--- src/rtl/cnn_single_layer.sv ---
// cnn_single_layer: single-channel convolution layer.
// Multiplies Image/Filter sample pairs, sums KERNEL products into one
// window result, stores results in a small FIFO-ordered buffer and
// returns them one per cycle on ConvResult when ReadEn is asserted.
module cnn_single_layer #(
  parameter int KERNEL = 3,
  parameter int DEPTH  = 8
) (
  input  logic       clk,
  input  logic       rst_n,
  input  logic       Start,
  input  logic [3:0] Image,
  input  logic [3:0] Filter,
  input  logic       ReadEn,
  output logic [9:0] ConvResult
);

  localparam logic [1:0] IDLE = 2'd0;
  localparam logic [1:0] CONV = 2'd1;
  localparam logic [1:0] READ = 2'd2;

  localparam int CNT_W = (KERNEL > 1) ? $clog2(KERNEL) : 1;
  localparam int PTR_W = $clog2(DEPTH + 1);
  localparam int IDX_W = (DEPTH > 1) ? $clog2(DEPTH) : 1;

  logic [1:0]       state;
  logic [1:0]       state_next;
  logic [9:0]       acc;
  logic [CNT_W-1:0] cnt;
  logic [PTR_W-1:0] wr_ptr;
  logic [PTR_W-1:0] rd_ptr;
  logic [9:0]       buffer [DEPTH];

  logic [7:0]       product;
  logic             new_frame;
  logic [9:0]       acc_base;
  logic [CNT_W-1:0] cnt_base;
  logic [PTR_W-1:0] wr_base;
  logic             window_done;
  logic [9:0]       window_sum;
  logic             buffer_full;
  logic             read_valid;

  assign product = Image * Filter;

  // Next-state logic: Start always wins over ReadEn.
  always_comb begin
    state_next = state;
    case (state)
      IDLE: begin
        if (Start)       state_next = CONV;
        else if (ReadEn) state_next = READ;
      end
      CONV: begin
        if (!Start) state_next = IDLE;
      end
      READ: begin
        if (Start)        state_next = CONV;
        else if (!ReadEn) state_next = IDLE;
      end
      default: state_next = IDLE;
    endcase
  end

  // Datapath view of the current edge: a rising Start begins a new frame,
  // so the sample captured on that edge is treated as the first of a window.
  always_comb begin
    new_frame   = Start && (state != CONV);
    acc_base    = new_frame ? '0 : acc;
    cnt_base    = new_frame ? '0 : cnt;
    wr_base     = new_frame ? '0 : wr_ptr;
    window_done = (cnt_base == CNT_W'(KERNEL - 1));
    window_sum  = acc_base + {2'b00, product};
    buffer_full = (wr_base == PTR_W'(DEPTH));
    read_valid  = (rd_ptr < wr_ptr);
  end

  // Accumulate, store completed windows, and serve reads when Start is low.
  always_ff @(posedge clk or negedge rst_n) begin
    if (!rst_n) begin
      state      <= IDLE;
      acc        <= '0;
      cnt        <= '0;
      wr_ptr     <= '0;
      rd_ptr     <= '0;
      ConvResult <= '0;
      for (int i = 0; i < DEPTH; i++) buffer[i] <= '0;
    end else begin
      state <= state_next;
      if (Start) begin
        if (new_frame) rd_ptr <= '0;
        if (window_done) begin
          if (!buffer_full) begin
            buffer[wr_base[IDX_W-1:0]] <= window_sum;
            wr_ptr <= wr_base + 1'b1;
          end else begin
            wr_ptr <= wr_base;
          end
          acc <= '0;
          cnt <= '0;
        end else begin
          acc    <= window_sum;
          cnt    <= cnt_base + 1'b1;
          wr_ptr <= wr_base;
        end
      end else begin
        acc <= '0;
        cnt <= '0;
        if (ReadEn) begin
          if (read_valid) begin
            ConvResult <= buffer[rd_ptr[IDX_W-1:0]];
            rd_ptr     <= rd_ptr + 1'b1;
          end else begin
            ConvResult <= '0;
          end
        end
      end
    end
  end

endmodule

--- config.mk ---
export PLATFORM = sky130hd
export DESIGN_NAME = cnn_single_layer
export DESIGN_NICKNAME = d
export VERILOG_FILES = /design/src/rtl/cnn_single_layer.sv
export SDC_FILE = /design/constraint.sdc
export NUM_CORES = 1
export LEC_CHECK = 0
export CORE_UTILIZATION = 50
export CTS_CLUSTER_SIZE = 16
export DETAILED_ROUTE_END_ITERATION = 8
export PLACE_DENSITY = 0.7
export SLEW_MARGIN = 20
export SYNTH_ARGS = -nofsm -noshare
export SYNTH_HDL_FRONTEND = slang
export SYNTH_SLANG_ARGS = --single-unit
--- constraint.sdc ---
create_clock -name clk -period 4 [get_ports clk]
set_input_delay 0.4 -clock clk [delete_from_list [all_inputs] [get_ports clk]]
set_output_delay 0.4 -clock clk [all_outputs]
set_load 0.01 [all_outputs]
==> results.yml, run 1 <==
status:
  status: "finished, violations left"
  violations: "design-rule violations"
sta:
  min_period_ns: 3.716
  holdWs_ns: 0.1018
  grt_setup_unrepaired: "false"
  tightest_slew_ns: 0.8708
  max_freq_ghz: 0.2691
  skew_ns: 0.009303
  setup_viol: 0
  slew_viol_final: 0
  fin_crit_sh_pct: 92.91
  max-slew-margin-rel_pct: 41.56
  hold_viol: 0
finish:
  finalNonFillerCells: 679
  area_growth_pct: 11.45
  diodes: 0
  multi_input_area_um2: 2824
  layout-drive-gt1-share_pct: 20.34
  nets: 576
  fillers: 956
  register_area_um2: 2803
clock_tree:
  cts.sink_count: 112
  clk_pin_slew_ns: 0.07
  cts_buffer_depth: 2
  cts_hold_buf: 0
  htree_levels: 3
  cts_root_buf: "clkbuf_16"
  cts_resized: 0
  cts_tree: "yes"
  postCtsSetupBuffers: 0
  cts_made_buffers: 9
  clk_latency_ns: 0.35
yosys:
  synth_cell_type_count: 50
  syn_area_um2: 5944
  synth_edf_count: 0
  seq_area_frac_synth_pct: 47.15
  syn_inst: 500
  synth_area_per_cell_um2: 11.89
  synth_seq_cells: 112
  synth_top_area_share_pct: 47.15
  synth_area_leaders: "dfrtp_1 47%, mux4_2 7.6%, ha_1 5.1%"
  synth_flop_cell: "dfrtp_1"
  synth_nets: 545
  yosys_warnings: 0
  async_flop_share_pct: 100.0
  synth_largest_area_cell: "dfrtp_1"
setup_path:
  worstPathRequired_ns: 4.23
  arrival_ns: 3.94
  cp_slowest_stage_delay_ns: 0.57
  reg2reg_from: "state[1]"
  path_class: "in2reg"
  crit_slowest_cell: "fa_1"
  cp-start-kind: "input pin"
  cp_max_fo: 9
  r2r_end: "buffer[7]"
  cp-end-kind: "register"
  crit_chain: "clkdlybuf4s50_1 -> buf_4 -> and2_1 -> ha_1 -> ha_1 -> fa_1 -> inv_1 -> fa_1 -> nand2b_1 -> a21oi_1 -> and2b_1 -> xnor2_4 -> mux2_2"
  reg2reg_depth: 13
  r2r_slack_ns: 0.78
place:
  numPortBuffers: 21
  place.gp.congestion: 0.8562
  dp.cells: 663
  dp_hpwl_mm: 8.441
detailed_routing:
  routedWlPerCell_um: 18.25
  drtAntennaViolNets: 0
  vias: 3802
  route.detailed.drc: 2
  vias_per_cell: 5.599
  drt_iter0_markers: 180
  drt_pass1_iterations: 6
  wl_mm: 12.39
grt:
  first_global_vias: 3950
  grt_max_degree: 53
  grt_first_pass_wirelength_mm: 20.91
  antenna_found_initial: 0
  grtUsageTotal_pct: 22.06
  overflow: 0
die:
  die_area_um2: 12330
  fp.dieH_um: 111.0
  io_pins: 22
  die_x_um: 111.0
  rows: 39
  initial_core_util_pct: 51.62
  core_um2: 11520
hold_path:
  hp-class: "in2async"
flow_run:
  maxCapViolations: 0
power_and_ir_drop:
  leakagePower_nw: 3.038
  total_power_mw: 2.801
  power.density_nw_per_um2: 422.8
  peakVddDrop_mv: 0.3566
## cell usage in the layout (no fill, tap or decap), types with 2 or more instances in the layout
cell               n
clkbuf_16          9
xor2_1             3
mux4_2            20
and3_4             2
nor2_1            18
o21ai_0           57
inv_6              4
xnor2_2            2
o21ai_1            4
nand2b_1           6
clkdlybuf4s50_1   20
buf_4             23
fa_1               9
mux2_4            12
mux2_2            19
o211ai_1           5
o31ai_1            2
and3_1             4
xnor2_1            3
nand3_1            3
nor2b_1            2
inv_1             35
nand2_1           65
a32o_1             2
nor2_4             2
mux2i_1           16
ha_1              24
nand4_4            4
dfrtp_1          112
a21oi_1           11
and2_1            18
## layer usage
metal	up-vias	routed length, um	GRT usage (%)
met5	-	0	0
met4	0	125	3.514
met3	9	466	4.483
met2	48	6231	37.11
met1	1966	5569	30.26
li1	1779	-	-
## critical path: cells and delay by family
family          cells  cell delay [ns]
simple gates        3             0.59
compound gates      1             0.18
fa+ha+maj           4             1.63
buf+inv             3             0.67
xor+xnor            1             0.19
mux                 1             0.29
## cell families (layout without fill, tap and decap cells)
logic type	Yosys count	in the layout	synth area share (%)
AND/OR/NAND/NOR	128	128	11.51
flip-flops	112	112	47.15
AO/OA/AOI/OAI	91	91	8.841
multiplexers	67	67	16.90
buffers and inverters	59	95	5.346
adder cells (fa/ha/maj)	33	33	8.082
XOR/XNOR	10	10	2.168
## stage by stage
stage          worst slack [ns]  area [um2]  util, %  setup TNS [ns]
6_report                 0.2836        6625    57.53               0
5_1_grt                 0.08011        6625    57.53               0
4_1_cts                  0.3061        6625    57.53               0
3_5_place_dp           -0.01429        6314    54.82        -0.06193
3_3_place_gp          -0.003735        6314    54.82       -0.003735
2_1_floorplan            0.5742        5944        -               0
## area by class of cell
type / count / area share, %
clock buffer: 10 / 3.607
clock inverter: 6 / 1.095
timing repair buffer: 43 / 5.628
inverter: 36 / 2.040
sequential: 112 / 42.30
multi-input combinational: 329 / 42.63
tap: 143 / 2.701
## state kept, by name (all words and copies together) (netlist names)
| register | flops |
|---|---|
| acc | 10 |
| ConvResult | 10 |
| rd_ptr | 4 |
| wr_ptr | 4 |
| buffer | 80 |
| cnt | 2 |
| state | 2 |
## report_power, final
part / switching, mW / total (mW) / internal, mW
Clock: 0.420 / 0.932 / 0.512
Combinational: 0.373 / 0.658 / 0.284
Sequential: 0.0252 / 1.21 / 1.19
## cell usage after synthesis (3+ instances only)
| cell type | instances |
|---|---|
| dfrtp_1 | 112 |
| nand2_1 | 65 |
| o21ai_0 | 57 |
| inv_1 | 35 |
| ha_1 | 24 |
| mux4_2 | 20 |
| mux2_2 | 19 |
| and2_1 | 18 |
| nor2_1 | 18 |
| mux2i_1 | 16 |
| mux2_4 | 12 |
| a21oi_1 | 11 |
| fa_1 | 9 |
| buf_2 | 6 |
| buf_6 | 6 |
| nand2b_1 | 6 |
| o211ai_1 | 5 |
| and3_1 | 4 |
| clkbuf_1 | 4 |
| nand4_4 | 4 |
| o21ai_1 | 4 |
| buf_4 | 3 |
| nand3_1 | 3 |
| xnor2_1 | 3 |
| xor2_1 | 3 |
## worst max path at each step
stage	startpoint	end	slack [ns]	cells after the start
CTS	Image[1]	buffer[79]	0.31	13
global placement	Image[0]	buffer[6]	-0.004	11
floorplan	Image[0]	buffer[18]	0.57	11
global route	Image[0]	buffer[58]	0.08	13
detailed placement	Image[1]	buffer[7]	-0.01	13
finish	Image[1]	buffer[7]	0.28	13
(Power assumes the default switching activity.)
==> run 2: changes to the inputs <==
- CTS_CLUSTER_DIAMETER: unset -> 80
- REMOVE_ABC_BUFFERS: unset -> 1
==> results.yml, run 2 (same netlist as run 1, synthesis figures left out) <==
finish:
  largest_register_ffs: 80
  finalNonFillerCells: 676
  area_growth_pct: 10.63
  final_cell_mix: "112 x dfrtp_1, 65 x nand2_1, 57 x o21ai_0"
  nets: 573
  fillers: 944
  top_register: "buffer"
  layout-drive-gt1-share_pct: 19.51
  mostFrequentLayoutCell: "dfrtp_1"
  reg_top3: "buffer x80, ConvResult x10, acc x10"
  diodes: 0
clock_tree:
  cts_made_buffers: 9
  clk_pin_slew_ns: 0.07
  htree_levels: 3
  cts_root_buf: "clkbuf_16"
  postCtsSetupBuffers: 0
  cts_buffer_depth: 2
  cts_tree: "yes"
  cts_resized: 0
  clk_latency_ns: 0.36
  cts.sink_count: 112
die:
  die_x_um: 111.0
  die_area_um2: 12330
  fp.dieH_um: 111.0
  io_pins: 22
  rows: 39
  core_um2: 11520
  initial_core_util_pct: 51.62
sta:
  slew_viol_final: 0
  grt_setup_unrepaired: "false"
  fin_tns_setup_ns: 0
  skew_ns: 0.008914
  tightest_slew_ns: 1.010
  max-slew-margin-rel_pct: 32.24
  layout_setup_ws_ns: 0.2400
  setup_viol: 0
  max_freq_ghz: 0.2660
  hold_viol: 0
  fin_crit_sh_pct: 94.00
  holdWs_ns: 0.4340
  min_period_ns: 3.760
setup_path:
  reg2reg_depth: 11
  crit_buf_inv: 2
  crit_chain: "clkdlybuf4s50_1 -> nand2_1 -> fa_1 -> fa_1 -> fa_1 -> inv_1 -> ha_1 -> o211ai_1 -> o21ai_0 -> xor2_1 -> mux2_2"
  cpMostUsedCell: "fa_1"
  cp-start-kind: "input pin"
  cp_max_fo: 4
  cp_slowest_stage_delay_ns: 0.55
  worstPathRequired_ns: 4.25
  path_class: "in2reg"
  crit_slowest_cell: "fa_1"
  cp-end-kind: "register"
  arrival_ns: 4.01
  crit_family: "adder cells"
  cp.depth: 11
power_and_ir_drop:
  power.density_nw_per_um2: 413.5
  pwr-share-clk_pct: 31.9
  p_comb_share_pct: 23.6
  p_sw_mw: 0.8327
  switching_share_pct: 30.62
  total_power_mw: 2.720
  cellInternalPower_mw: 1.887
  seqPwrFrac_pct: 44.6
  leakagePower_nw: 3.007
  peakVddDrop_mv: 0.2434
grt:
  first_global_vias: 4037
  grt_first_pass_wirelength_mm: 20.79
  antenna_found_initial: 0
  overflow: 0
  grtUsageTotal_pct: 22.33
  grt_max_degree: 50
detailed_routing:
  vias_per_cell: 5.549
  drt_iter0_markers: 182
  route.detailed.drc: 2
  drt_pass1_iterations: 7
  routedWlPerCell_um: 18.28
  drtAntennaViolNets: 0
  wl_mm: 12.36
  vias: 3751
place:
  dp.cells: 659
  dp_hpwl_mm: 8.441
  place.gp.congestion: 0.8752
  post-place-ws_ns: -0.1033
  numPortBuffers: 21
status:
  status: "finished, violations left"
  violations: "design-rule violations"
hold_path:
  hp-class: "reg2reg"
  holdPathStages: 1
flow_run:
  maxCapViolations: 0
run 2: cell types whose count changed in the layout (fill, tap and decap cells not counted), sizes merged:
cell / change
inv: -2
clkinv: +3
dlygate4sd3: +1
bufinv: -1
buf: -4
run 2: what timing repair did:
item,4_1_cts,5_1_grt
hold buffers,1,0
hold endpoints to repair,27,0
setup endpoints to repair,0,0
run 2: worst paths after layout:
check / startpoint / endpoint / slack [ns]
max: Image[1] / buffer[6] / 0.24
min: state[1] / state[0] / 0.43
max reg2reg: state[0] / buffer[69] / 0.78
min reg2reg: state[1] / state[0] / 0.43
max in group asynchronous: rst_n / acc[0] / 2.54
min in group asynchronous: rst_n / wr_ptr[3] / 0.50
run 2: metal layers:
layer | wire length (um) | up-vias | track usage [%]
met3 | 517 | 10 | 4.538
li1 | - | 1775 | -
met2 | 6317 | 75 | 37.95
met4 | 179 | 0 | 9.279
met1 | 5342 | 1891 | 27.94
met5 | 0 | - | 0
run 2: stage by stage:
stage | area, um2 | util (%)
CTS | 6576 | 57.11
detailed placement | 6284 | 54.56
global placement | 6284 | 54.56
global route | 6576 | 57.11
floorplan | 5762 | -
finish | 6576 | 57.11
run 2: layout make-up:
class / count / area (um2) / share of cell area (%)
multi-input cells: 329 / 2824 / 42.94
flip-flops and latches: 112 / 2803 / 42.62
repair buffers: 40 / 352.8 / 5.365
clock buffers: 10 / 229.0 / 3.482
well taps: 143 / 178.9 / 2.721
inverters: 36 / 135.1 / 2.055
clock inverters: 6 / 53.80 / 0.8181
run 2: power groups by stage:
| stage | Clock [mW] | Combinational (mW) | Sequential [mW] |
|---|---|---|---|
| final | 0.867 | 0.641 | 1.21 |
| after global routing | 0.925 | 0.714 | 1.22 |
| after CTS | 0.882 | 0.645 | 1.21 |
| after detailed placement | 0 | 0.639 | 1.23 |
| after global placement | 0 | 0.616 | 1.23 |
| after floorplan | 0 | 0.408 | 1.23 |
